$ cat src/rtl/syn_fifo_wr_arbiter_if.sv
`default_nettype none
// ============================================================================
// syn_fifo_wr_arbiter_if : requester-side and FIFO-write-side bundle
// Revision 1.0
// ============================================================================
interface syn_fifo_wr_arbiter_if #(
  parameter int NUM_REQ      = 4,
  parameter int DATA_WIDTH   = 8,
  parameter int FIFO_ENTRIES = 16
);
  localparam int c_ID_W  = $clog2(NUM_REQ);
  localparam int c_LVL_W = $clog2(FIFO_ENTRIES) + 1;

  logic [NUM_REQ-1:0]            req_valid;
  logic [NUM_REQ*DATA_WIDTH-1:0] req_data;
  logic [NUM_REQ-1:0]            req_ready;
  logic                          fifo_rd_en;
  logic                          fifo_wr_en;
  logic [DATA_WIDTH-1:0]         fifo_wr_data;
  logic                          grant_valid;
  logic [c_ID_W-1:0]             grant_id;
  logic [c_LVL_W-1:0]            level;

  // Requesters and the FIFO pop observer sit on the master side.
  modport master (
    output req_valid, req_data, fifo_rd_en,
    input  req_ready, fifo_wr_en, fifo_wr_data, grant_valid, grant_id, level
  );

  modport slave (
    input  req_valid, req_data, fifo_rd_en,
    output req_ready, fifo_wr_en, fifo_wr_data, grant_valid, grant_id, level
  );
endinterface
`default_nettype wire

$ cat src/rtl/syn_fifo_wr_arbiter.sv
`default_nettype none
// ============================================================================
// syn_fifo_wr_arbiter : round-robin burst arbiter for one FIFO write port
// Revision 1.0
// ============================================================================
module syn_fifo_wr_arbiter #(
  parameter int NUM_REQ      = 4,
  parameter int DATA_WIDTH   = 8,
  parameter int FIFO_ENTRIES = 16,
  parameter int MAX_BURST    = 4
) (
  input logic                  sys_clk,
  input logic                  sys_rst_n,
  syn_fifo_wr_arbiter_if.slave bus
);
  localparam int c_ID_W  = $clog2(NUM_REQ);
  localparam int c_LVL_W = $clog2(FIFO_ENTRIES) + 1;
  localparam int c_CNT_W = $clog2(MAX_BURST + 1);

  localparam logic [0:0] c_ST_IDLE  = 1'b0;
  localparam logic [0:0] c_ST_GRANT = 1'b1;

  localparam logic [c_LVL_W-1:0] c_FULL      = c_LVL_W'(FIFO_ENTRIES);
  localparam logic [c_CNT_W-1:0] c_LAST_BEAT = c_CNT_W'(MAX_BURST - 1);
  localparam logic [c_ID_W-1:0]  c_LAST_REQ  = c_ID_W'(NUM_REQ - 1);

  logic [0:0]            r_state;
  logic [0:0]            w_state_nxt;
  logic [c_ID_W-1:0]     r_grant_id;
  logic [c_ID_W-1:0]     r_last_grant;
  logic [c_ID_W-1:0]     w_rr_sel;
  logic [c_ID_W-1:0]     w_scan_idx;
  logic [c_CNT_W-1:0]    r_beat_cnt;
  logic [c_LVL_W-1:0]    r_level;
  logic                  r_wr_en;
  logic [DATA_WIDTH-1:0] r_wr_data;
  logic                  w_any_req;
  logic                  w_own_valid;
  logic                  w_has_room;
  logic                  w_accept;
  logic                  w_pop;
  logic                  w_start;

  logic [DATA_WIDTH-1:0] w_req_beat [NUM_REQ];

  for (genvar g = 0; g < NUM_REQ; g++) begin : g_unpack
    assign w_req_beat[g] = bus.req_data[g*DATA_WIDTH +: DATA_WIDTH];
  end

  // Scan downward so the smallest offset past last_grant is the final winner.
  always_comb begin
    w_rr_sel   = r_last_grant;
    w_scan_idx = r_last_grant;
    for (int i = NUM_REQ; i >= 1; i--) begin
      w_scan_idx = c_ID_W'((int'(r_last_grant) + i) % NUM_REQ);
      if (bus.req_valid[w_scan_idx]) begin
        w_rr_sel = w_scan_idx;
      end
    end
  end

  assign w_any_req   = |bus.req_valid;
  assign w_own_valid = bus.req_valid[r_grant_id];
  assign w_has_room  = (r_level < c_FULL);
  assign w_accept    = (r_state == c_ST_GRANT) && w_own_valid && w_has_room;
  assign w_pop       = bus.fifo_rd_en && (r_level != '0);
  assign w_start     = (r_state == c_ST_IDLE) && w_any_req;

  always_ff @(posedge sys_clk or negedge sys_rst_n) begin
    if (!sys_rst_n) begin
      r_state <= c_ST_IDLE;
    end else begin
      r_state <= w_state_nxt;
    end
  end

  always_comb begin
    w_state_nxt = r_state;
    case (r_state)
      c_ST_IDLE: begin
        if (w_any_req) begin
          w_state_nxt = c_ST_GRANT;
        end
      end
      c_ST_GRANT: begin
        if (!w_own_valid || (w_accept && (r_beat_cnt == c_LAST_BEAT))) begin
          w_state_nxt = c_ST_IDLE;
        end
      end
      default: w_state_nxt = c_ST_IDLE;
    endcase
  end

  // Ready looks only at the registered level; a same-cycle pop cannot raise it.
  always_comb begin
    bus.req_ready   = '0;
    bus.grant_valid = 1'b0;
    if (r_state == c_ST_GRANT) begin
      bus.grant_valid            = 1'b1;
      bus.req_ready[r_grant_id]  = w_has_room;
    end
  end

  always_ff @(posedge sys_clk or negedge sys_rst_n) begin
    if (!sys_rst_n) begin
      r_grant_id   <= '0;
      r_last_grant <= c_LAST_REQ;
      r_beat_cnt   <= '0;
      r_level      <= '0;
      r_wr_en      <= 1'b0;
      r_wr_data    <= '0;
    end else begin
      r_wr_en <= w_accept;
      if (w_accept) begin
        r_wr_data  <= w_req_beat[r_grant_id];
        r_beat_cnt <= r_beat_cnt + 1'b1;
      end
      if (w_start) begin
        r_grant_id   <= w_rr_sel;
        r_last_grant <= w_rr_sel;
        r_beat_cnt   <= '0;
      end
      case ({w_accept, w_pop})
        2'b10:   r_level <= r_level + 1'b1;
        2'b01:   r_level <= r_level - 1'b1;
        default: r_level <= r_level;
      endcase
    end
  end

  assign bus.grant_id     = r_grant_id;
  assign bus.level        = r_level;
  assign bus.fifo_wr_en   = r_wr_en;
  assign bus.fifo_wr_data = r_wr_data;

endmodule
`default_nettype wire

$ cat src/flat_wrapper.sv
// flat-port wrapper written by rule: the top's interface ports become plain ports
module syn_fifo_wr_arbiter_flat 
#(
  parameter int NUM_REQ      = 4,
  parameter int DATA_WIDTH   = 8,
  parameter int FIFO_ENTRIES = 16,
  parameter int MAX_BURST    = 4
)
  (sys_clk, sys_rst_n, bus_req_valid, bus_req_data, bus_fifo_rd_en, bus_req_ready, bus_fifo_wr_en, bus_fifo_wr_data, bus_grant_valid, bus_grant_id, bus_level);
  syn_fifo_wr_arbiter_if #(.NUM_REQ(NUM_REQ), .DATA_WIDTH(DATA_WIDTH), .FIFO_ENTRIES(FIFO_ENTRIES)) bus_i ();
  input logic sys_clk;
  input logic sys_rst_n;
  input wire logic [$bits(bus_i.req_valid)-1:0] bus_req_valid;
  input wire logic [$bits(bus_i.req_data)-1:0] bus_req_data;
  input wire logic [$bits(bus_i.fifo_rd_en)-1:0] bus_fifo_rd_en;
  output wire logic [$bits(bus_i.req_ready)-1:0] bus_req_ready;
  output wire logic [$bits(bus_i.fifo_wr_en)-1:0] bus_fifo_wr_en;
  output wire logic [$bits(bus_i.fifo_wr_data)-1:0] bus_fifo_wr_data;
  output wire logic [$bits(bus_i.grant_valid)-1:0] bus_grant_valid;
  output wire logic [$bits(bus_i.grant_id)-1:0] bus_grant_id;
  output wire logic [$bits(bus_i.level)-1:0] bus_level;
  assign bus_i.req_valid = bus_req_valid;
  assign bus_i.req_data = bus_req_data;
  assign bus_i.fifo_rd_en = bus_fifo_rd_en;
  assign bus_req_ready = bus_i.req_ready;
  assign bus_fifo_wr_en = bus_i.fifo_wr_en;
  assign bus_fifo_wr_data = bus_i.fifo_wr_data;
  assign bus_grant_valid = bus_i.grant_valid;
  assign bus_grant_id = bus_i.grant_id;
  assign bus_level = bus_i.level;
  syn_fifo_wr_arbiter #(.NUM_REQ(NUM_REQ), .DATA_WIDTH(DATA_WIDTH), .FIFO_ENTRIES(FIFO_ENTRIES), .MAX_BURST(MAX_BURST)) u_core (.sys_clk(sys_clk), .sys_rst_n(sys_rst_n), .bus(bus_i));
endmodule
$ cat config.mk
export PLATFORM = sky130hd
export DESIGN_NAME = syn_fifo_wr_arbiter_flat
export DESIGN_NICKNAME = d
export VERILOG_FILES = /design/src/rtl/syn_fifo_wr_arbiter_if.sv /design/src/rtl/syn_fifo_wr_arbiter.sv /design/src/flat_wrapper.sv
export SDC_FILE = /design/constraint.sdc
export NUM_CORES = 1
export LEC_CHECK = 0
export CORE_MARGIN = 5
export CORE_UTILIZATION = 38
export CTS_CLUSTER_SIZE = 30
export DETAILED_ROUTE_END_ITERATION = 7
export HOLD_SLACK_MARGIN = 0.05
export PLACE_DENSITY = 0.87
export SLEW_MARGIN = 30
export SYNTH_ARGS = -nofsm -noshare
export SYNTH_HDL_FRONTEND = slang
export SYNTH_SLANG_ARGS = --single-unit
export TNS_END_PERCENT = 30
$ cat constraint.sdc
create_clock -name sys_clk -period 2.5 [get_ports sys_clk]
set_input_delay 0.375 -clock sys_clk [delete_from_list [all_inputs] [get_ports sys_clk]]
set_output_delay 0.375 -clock sys_clk [all_outputs]
set_load 0.05 [all_outputs]
# After elaboration in Yosys (flattened, before gate mapping)
# Index checks and enable logic that the tools add are counted.
[totals]
input_bits = 39
out_inout_bits = 21
register_bits = 22
[classes]
n_eq_ne = 3
bitwise = 3
mux = 27
order_cmp = 8
n_addsub = 7
reduce_logical = 12
[ops]
columns = ["cell", "n"]
rows = [
  ["8-bit binary-select mux with 2-bit select", 1],
  ["8-bit 2-to-1 mux", 2],
  ["2-bit by 3-bit < comparator with 1-bit output, second input constant", 5],
  ["1-bit binary-select mux with 2-bit select", 5],
  ["5-bit one-hot mux with 2 select lines", 1],
  ["1-bit 2-to-1 mux", 9],
  ["2-bit 2-to-1 mux", 4],
  ["1-bit logical AND", 6],
  ["3-bit 2-to-1 mux", 2],
  ["5-bit by 1-bit adder with 5-bit output, second input constant", 1],
  ["5-bit < comparator, second input constant", 1],
  ["5-bit nonzero test", 1],
  ["5-bit by 1-bit subtractor with 5-bit output, second input constant", 1],
  ["2-bit by 1-bit adder with 2-bit output, second input constant", 2],
  ["2-bit adder, second input constant", 2],
  ["4-bit bitwise AND", 1],
  ["4-bit 2-to-1 mux", 1],
  ["2-bit nonzero test", 2],
  ["4-bit OR reduction", 1],
  ["3-bit by 1-bit adder with 3-bit output, second input constant", 1],
  ["3-bit by 2-bit equality test with 1-bit output, second input constant", 1],
  ["3-bit >= comparator, second input constant", 1],
  ["2-bit inverter with 3-bit output", 1],
  ["1-bit demux with 2-bit select", 1],
  ["7 further kinds", 7],
]

# Depth between registers and ports, before layout
# Gate-level depths: netlist of the first run.
[logic_depth]
depth_word = 8
mapped_depth = 11
depth_no_buf = 9

# Least setup slack after synthesis of the first run
# No wires, ideal clock.
[synth_timing]
path_type = "reg-to-reg"
startpoint = "reg u_core.r_grant_id[0] (netlist: u_core.bus.grant_id[0])"
endpoint = "reg u_core.r_level[4] (netlist: u_core.bus.level[4])"
required_time_ns = 2.346
setup_time_ns = 0.154
t_arrival_ns = 2.913
path_stages_with_launch = 11
path_buffers = 2
slack_ns = -0.567
cell_sequence = "dfrtp_1 > buf_6 > mux4_2 > nand2_4 > buf_12 > ha_1 > ha_1 > nor2b_1 > o21a_1 > o311ai_0 > o311ai_0"
[synth_via]
elab_chain_cells = 6
[synth_rtl]
columns = ["element", "line_no", "source"]
rows = [
  ["start: declaration", "syn_fifo_wr_arbiter.sv:29", "logic [c_ID_W-1:0] r_grant_id;"],
  ["start signal: assignment", "syn_fifo_wr_arbiter.sv:119", "r_grant_id <= w_rr_sel;"],
  ["1-bit binary-select mux with 2-bit select (*)", "syn_fifo_wr_arbiter.sv:63", "assign w_own_valid = bus.req_valid[r_grant_id];"],
  ["1-bit 2-to-1 mux (not written as such) (*)", "syn_fifo_wr_arbiter.sv:63", ""],
  ["1-bit logical AND (*) (2 in a row)", "syn_fifo_wr_arbiter.sv:65", "assign w_accept = (r_state == c_ST_GRANT) && w_own_valid && w_has_room;"],
  ["2-bit by 1-bit equality test with 1-bit output / 2-bit equality test (equally long branches)", "syn_fifo_wr_arbiter.sv:123", "case ({w_accept, w_pop})"],
  ["5-bit one-hot mux with 2 select lines / 2-bit nonzero test (equally long branches)", "n/a", ""],
  ["end signal: assignment", "syn_fifo_wr_arbiter.sv:124", "2'b10: r_level <= r_level + 1'b1;"],
  ["end signal: assignment", "syn_fifo_wr_arbiter.sv:125", "2'b01: r_level <= r_level - 1'b1;"],
  ["end signal: assignment", "syn_fifo_wr_arbiter.sv:126", "default: r_level <= r_level;"],
  ["end: declaration", "syn_fifo_wr_arbiter.sv:34", "logic [c_LVL_W-1:0] r_level;"],
]
# Every way passes the cells marked *; elsewhere a longest branch is shown, timed or not. The select of a mux whose other input is x is not followed.
# A chain may end at the register's enable or synchronous reset.

# Final worst setup path of the first run
[layout_timing]
startpoint = "in bus_req_valid[0]"
endpoint = "reg u_core.r_level[4] (netlist: u_core.bus.level[4])"
[layout_via]
elab_chain_cells = 6
[layout_rtl]
columns = ["element", "line_no", "source"]
rows = [
  ["start: declaration", "flat_wrapper.sv:13", "input wire logic [$bits(bus_i.req_valid)-1:0] bus_req_valid;"],
  ["1-bit binary-select mux with 2-bit select (*)", "syn_fifo_wr_arbiter.sv:63", ""],
  ["1-bit 2-to-1 mux (not written as such) (*)", "syn_fifo_wr_arbiter.sv:63", ""],
  ["1-bit logical AND (*) (2 in a row)", "syn_fifo_wr_arbiter.sv:65", ""],
  ["2-bit by 1-bit equality test with 1-bit output / 2-bit equality test (equally long branches)", "syn_fifo_wr_arbiter.sv:123", ""],
  ["5-bit one-hot mux with 2 select lines / 2-bit nonzero test (equally long branches)", "n/a", ""],
]
# Marked as above.

==> results of run 1 <==
## routing by layer
metal | vias to the layer above | wire length, um | share of wire (%)
met5 | - | 0 | 0
met4 | 0 | 46 | 1.2
met3 | 4 | 270 | 7.2
met2 | 45 | 1901 | 50
met1 | 615 | 1555 | 41
li1 | 609 | - | -
## metrics by stage
stage	util [%]	TNS (ns)	worst slack (ns)
floorplan	-	-0.3231	-0.1428
global placement	59.50	-0.3212	-0.1652
detailed placement	59.50	-0.4767	-0.2219
CTS	61.00	0	0.06180
global route	61.07	0	0.04814
finish	61.07	0	0.1479
## final timing paths
kind                                 startpoint                    to  slack (ns)  cells after the start
max in group asynchronous             sys_rst_n  u_core.r_beat_cnt[0]        1.49                      2
setup / recovery               bus_req_valid[0]   u_core.bus.level[4]        0.15                      9
min in group sys_clk       u_core.r_beat_cnt[2]  u_core.r_beat_cnt[2]        0.50                      2
hold / removal                        sys_rst_n   u_core.bus.level[1]        0.45                      1
hold reg to reg            u_core.r_beat_cnt[2]  u_core.r_beat_cnt[2]        0.50                      2
setup reg to reg            u_core.bus.level[0]   u_core.bus.level[4]        0.27                     10
## power by group through the flow
| stage | sequential (mW) | combinational, mW | clock [mW] |
|---|---|---|---|
| detailed placement | 0.699 | 2.21 | 0 |
| global route | 0.719 | 2.35 | 0.279 |
| finish | 0.693 | 2.20 | 0.253 |
| floorplan | 1.18 | 1.03 | 0 |
| global placement | 0.692 | 2.16 | 0 |
| CTS | 0.691 | 2.22 | 0.261 |
## what timing repair did
item                                    CTS  global route
hold buffers                              0             0
endpoints found under the setup margin    0             1
setup buffers                             0             0
gates resized for setup                   0             1
## logic make-up after synthesis
logic type	after synthesis
simple gates	37
compound gates	25
flops	22
mux	18
buf+inv	12
fa+ha+maj	7
xor+xnor	3
## cell usage in the layout (no fill, tap or decap), types with 2 or more instances in the layout
master | synthesis | layout
a21o_1 | 2 | 2
inv_1 | 7 | 7
and3b_1 | 2 | 2
ha_4 | 0 | 2
nand3_1 | 6 | 6
mux4_1 | 3 | 3
mux2_4 | 3 | 3
nand2_1 | 10 | 10
mux4_2 | 6 | 6
clkdlybuf4s50_1 | 0 | 54
o311ai_1 | 0 | 2
dfrtp_1 | 20 | 19
dfstp_2 | 2 | 2
buf_4 | 0 | 20
o21ai_0 | 8 | 8
nand2b_1 | 2 | 2
mux2_2 | 5 | 5
a21boi_0 | 2 | 2
clkbuf_8 | 0 | 4
nor2_1 | 6 | 6
a21oi_1 | 4 | 4
ha_1 | 6 | 4
xor2_1 | 2 | 2
nor2b_1 | 4 | 3
## cell type report
class,instances,area share (%)
Clock buffer,4,2.462
Inverter,7,1.175
Multi-Input combinational cell,90,37.44
Sequential cell,22,24.79
Tap cell,48,2.686
Timing Repair Buffer,75,31.45
## critical path: stages
cell             delay, ns
clkdlybuf4s50_1       0.44
mux4_2                0.51
nand2_4               0.10
ha_4                  0.17
ha_4                  0.21
nor2b_4               0.12
o21a_1                0.20
o311ai_1              0.22
o311ai_1              0.13
## state kept, by name (all words and copies together), names as in the netlist
register,cells
u_core.bus.fifo_wr_data,8
u_core.bus.level,5
u_core.r_beat_cnt,3
u_core.bus.grant_id,2
u_core.r_last_grant,2
u_core.bus.fifo_wr_en,1
u_core.r_state,1
==> results_dict.tcl, run 1 <==
set metrics [dict create \
    synth-xor-area-share_pct 1.844 \
    grtUsageTotal_pct 15.16 \
    yosysTopAreaCellShare_pct 35.12 \
    grt_pass1_vias 1336 \
    place_area_mm2 0.002178 \
    ios 60 \
    netlist_top_cells_count "dfrtp_1 (20), nand2_1 (10), o21ai_0 (8)" \
    grt_start_max_net_pins 15 \
    vdd_ir_drop_max_v 0.0007368 \
    worstPathArrival_ns 2.49 \
    synth_fa_ha_area_share_pct 6.673 \
    initial_core_util_pct 38.93 \
    synth_top_family_by_area "multiplexers" \
    dp.cells 242 \
    dp_hpwl_um 3098 \
    antenna_left 0 \
    outcome "complete, no violations" \
    design.core.area_mm2 0.003661 \
    cts_made_buffers 3 \
    clockBufferDepth 2 \
    switchingPower_mw 1.473 \
    syn_to_final_growth_pct 56.89 \
    synth.area.top_cells "dfrtp_1 (35%), mux4_2 (9.5%), mux4_1 (5.5%)" \
    gr-total-overflow 0 \
    use_met1_pct 18.84 \
    ys_ff_latch 22 \
    min_period_over_period_pct 94.09 \
    synth.cell_area_mm2 0.001425 \
    globalplace.congestion 0.9394 \
    power_mw 3.147 \
    ys.warnings.count 0 \
    postSynthAreaPerCell_um2 11.49 \
    async_flop_share_pct 100.0 \
    drv_slew 0 \
    synth_edf_count 0 \
    holdCritPathClass "in2async" \
    antenna_cells 0 \
    die_area_mm2 0.005075 \
    worstSetupEndpointType "flop" \
    final_area_mm2 0.002236 \
    final-setup-viol-count 0 \
    htree_levels 1 \
    intPower_mw 1.675 \
    synth_cells 124 \
    p_sw_share_pct 46.79 \
    io_buffer_count 59 \
    synth.most_common_cell "dfrtp_1" \
    grt-busiest-layer "met2" \
    max_slew_margin_pct 65.51 \
    drtIter0Drc 41 \
    crit_path_start_kind "input port" \
    nFillCells 308 \
    yosysTopAreaCell "dfrtp_1" \
    grt_pass1_wl_um 6147 \
    muxShareOfSynthArea_pct 22.83 \
    fmax_mhz 425.1 \
    synth_compound_area_share_pct 11.33 \
    nNetsFinal 245 \
    crit_type "in2reg" \
    drive_gt1_share_pct 23.23 \
    cts.sinks 22 \
    avgRoutedWirePerCell_um 15.34 \
    stdcell_count 246 \
    synthDistinctLibCells 41 \
    dr.pass1.iters 4 \
    p_leak_nw 0.9865 \
    synth-seq-area-share_pct 38.81 \
    vias_per_cell 5.175 \
    tightest_slew_ns 0.5157 \
    synth-simple-area-share_pct 13.61 \
    cts_tree "yes" \
    path_clk_slew_ns 0.08 \
    clock_skew_ns 0.001769 \
    drv_cap 0 \
    synth_flop_cell "dfrtp_1" \
    wl_um 3773 \
    critPathMaxFanout 5 \
    met3_usage_pct 2.945 \
    die_h_um 71.24 \
    regArea_um2 554.3 \
    p_per_area_mw_per_mm2 1408 \
    die_w_um 71.24 \
    rows 22 \
    syn-num-nets 170 \
    grtUsageMet2_pct 26.22 \
    remaining_drc_errors 0 \
    hold_viol 0 \
    whs_ns 0.4519 \
    clk_latency_ns 0.26 \
    combinationalPowerShare_pct 69.9 \
    cts_root_buffer "clkbuf_8" \
    dr_total_vias 1273 \
    antenna_found_initial 0 \
    p_seq_share_pct 22.0 \
    multi_input_area_um2 837.1 \
    rsz0062_at_grt "false" \
    required_ns 2.63 \
    clockPowerShare_pct 8.1 \
    fin_crit_ns 2.352 \
]
Note: power is estimated with default switching activity, not from simulation.
==> inputs of run 2 (changes only) <==
--- a/config.mk
+++ b/config.mk
@@ -11,7 +11,7 @@
 export DETAILED_ROUTE_END_ITERATION = 7
 export HOLD_SLACK_MARGIN = 0.05
 export PLACE_DENSITY = 0.87
-export SLEW_MARGIN = 30
+export SLEW_MARGIN = 20
 export SYNTH_ARGS = -nofsm -noshare
 export SYNTH_HDL_FRONTEND = slang
 export SYNTH_SLANG_ARGS = --single-unit
==> results of run 2 <==
Same layout as run 1: the final DEF is identical, and so are final timing and power.
==> inputs of run 3 (changes only) <==
--- a/config.mk
+++ b/config.mk
@@ -10,7 +10,7 @@
 export CTS_CLUSTER_SIZE = 30
 export DETAILED_ROUTE_END_ITERATION = 7
 export HOLD_SLACK_MARGIN = 0.05
-export PLACE_DENSITY = 0.87
+export PLACE_DENSITY = 0.76
 export SLEW_MARGIN = 20
 export SYNTH_ARGS = -nofsm -noshare
 export SYNTH_HDL_FRONTEND = slang
==> run 3 against run 2 <==
Register-to-register slack about the same. Routed wire length up 2.8%. Power up 2.4%. Global-route usage up 0.82 points. Clock skew up 0.0040 ns. Largest cell class unchanged.
==> results_dict.tcl, run 3 (synthesis gave the netlist of run 1 again) <==
set metrics [dict create \
    dr_total_vias 1253 \
    drv_cap 0 \
    critPathMaxFanout 5 \
    fmax_mhz 425.1 \
    timing.rr.start "u_core.bus.grant_id[0]" \
    ios 60 \
    whs_ns 0.4468 \
    max_slew_margin_pct 64.56 \
    remaining_drc_errors 0 \
    die_h_um 71.24 \
    final_area_mm2 0.002250 \
    regArea_um2 554.3 \
    nNetsFinal 245 \
    min_period_over_period_pct 94.09 \
    dp_hpwl_um 3138 \
    tightest_slew_ns 0.5300 \
    rows 22 \
    antenna_found_initial 0 \
    holdCritPathClass "in2async" \
    die_area_mm2 0.005075 \
    place_area_mm2 0.002178 \
    htree_levels 1 \
    p_per_area_mw_per_mm2 1433 \
    postCtsResizedCells 0 \
    worstSetupEndpointType "flop" \
    antenna_left 0 \
    dp.cells 242 \
    cts.sinks 22 \
    drive_gt1_share_pct 23.23 \
    fin_setup_tns_ns 0 \
    fin_crit_ns 2.352 \
    nFillCells 291 \
    design.core.area_mm2 0.003661 \
    hold_buffers 0 \
    clock_skew_ns 0.005814 \
    gr-total-overflow 0 \
    cts_made_buffers 3 \
    die_w_um 71.24 \
    r2r-end "u_core.bus.level[4]" \
    grt_start_max_net_pins 23 \
    globalplace.congestion 0.8282 \
    io_buffer_count 59 \
    outcome "complete, no violations" \
    initial_core_util_pct 38.93 \
    hold_viol 0 \
    grtUsageTotal_pct 15.98 \
    multi_input_area_um2 837.1 \
    drtIter0Drc 66 \
    antenna_cells 0 \
    clockBufferDepth 2 \
    worst_slack_ns 0.1477 \
    wl_um 3879 \
    dr.pass1.iters 4 \
    clk_latency_ns 0.26 \
    rsz0062_at_grt "false" \
    cts_root_buffer "clkbuf_8" \
    preCtsSetupSlack_ns -0.1566 \
    crit_type "in2reg" \
    crit_path_start_kind "input port" \
    avgRoutedWirePerCell_um 15.77 \
    p_leak_nw 0.9842 \
    layout_common_cells "clkdlybuf4s50_1 (55), buf_4 (20), dfrtp_1 (19), nand2_1 (10), o21ai_0 (8)" \
    mostFrequentLayoutCell "clkdlybuf4s50_1" \
    grt_pass1_vias 1331 \
    required_ns 2.64 \
    syn_to_final_growth_pct 57.86 \
    final-setup-viol-count 0 \
    drv_slew 0 \
    largest_reg_flops 8 \
    path_clk_slew_ns 0.08 \
    worstPathArrival_ns 2.49 \
    reg2reg_depth 9 \
    post_cts_buffers 0 \
    vdd_ir_drop_max_v 0.0006579 \
    cts_tree "yes" \
    stdcell_count 246 \
    r2r_slack_ns 0.28 \
    vias_per_cell 5.093 \
    grt_pass1_wl_um 6527 \
]
## run 3: worst max-delay path by stage
stage / end / startpoint / cells past startpoint / slack (ns)
2_1_floorplan: u_core.bus.level[4] / u_core.bus.grant_id[0] / 10 / -0.14
3_3_place_gp: u_core.bus.level[4] / bus_req_valid[3] / 9 / -0.1
3_5_place_dp: u_core.bus.level[4] / bus_req_valid[3] / 9 / -0.16
4_1_cts: u_core.bus.level[4] / bus_req_valid[3] / 10 / 0.12
5_1_grt: u_core.bus.level[4] / bus_req_valid[3] / 10 / 0.008
6_report: u_core.bus.level[4] / bus_req_valid[3] / 10 / 0.15
## run 3: layer usage
layer	wire [um]	part of all wire [%]	vias up	global-route usage (%)
li1	-	-	610	-
met1	1606	41	588	19.36
met2	1930	50	51	28.37
met3	298	7.7	4	3.647
met4	43	1.1	0	4.384
met5	0	0	-	0
## run 3: report_power, final
part	internal (mW)	total [mW]	switching (mW)
registers	0.552	0.711	0.159
logic	0.970	2.19	1.22
clock network	0.214	0.326	0.112
total	1.74	3.22	1.49
## run 3: stage by stage
stage	util [%]	power, mW
final	61.45	3.224
after global placement	59.50	2.834
after detailed placement	59.50	2.929
after global routing	61.45	3.440
after CTS	61.45	3.256
after floorplan	-	2.209
## run 3: area by class of cell
type,instances,share of cell area (%)
clock buffers,3,1.835
clock inverters,1,1.335
inverters,7,1.168
multi-input cells,90,37.21
flip-flops and latches,22,24.64
well taps,48,2.670
repair buffers,75,31.15
## run 3: critical path: stages
cell	delay, ns
clkdlybuf4s50_1	0.42
mux4_2	0.54
nand2_4	0.10
ha_4	0.17
inv_1	0.07
fa_2	0.37
nor2b_4	0.13
o211ai_1	0.09
o311ai_1	0.09
o311ai_1	0.13
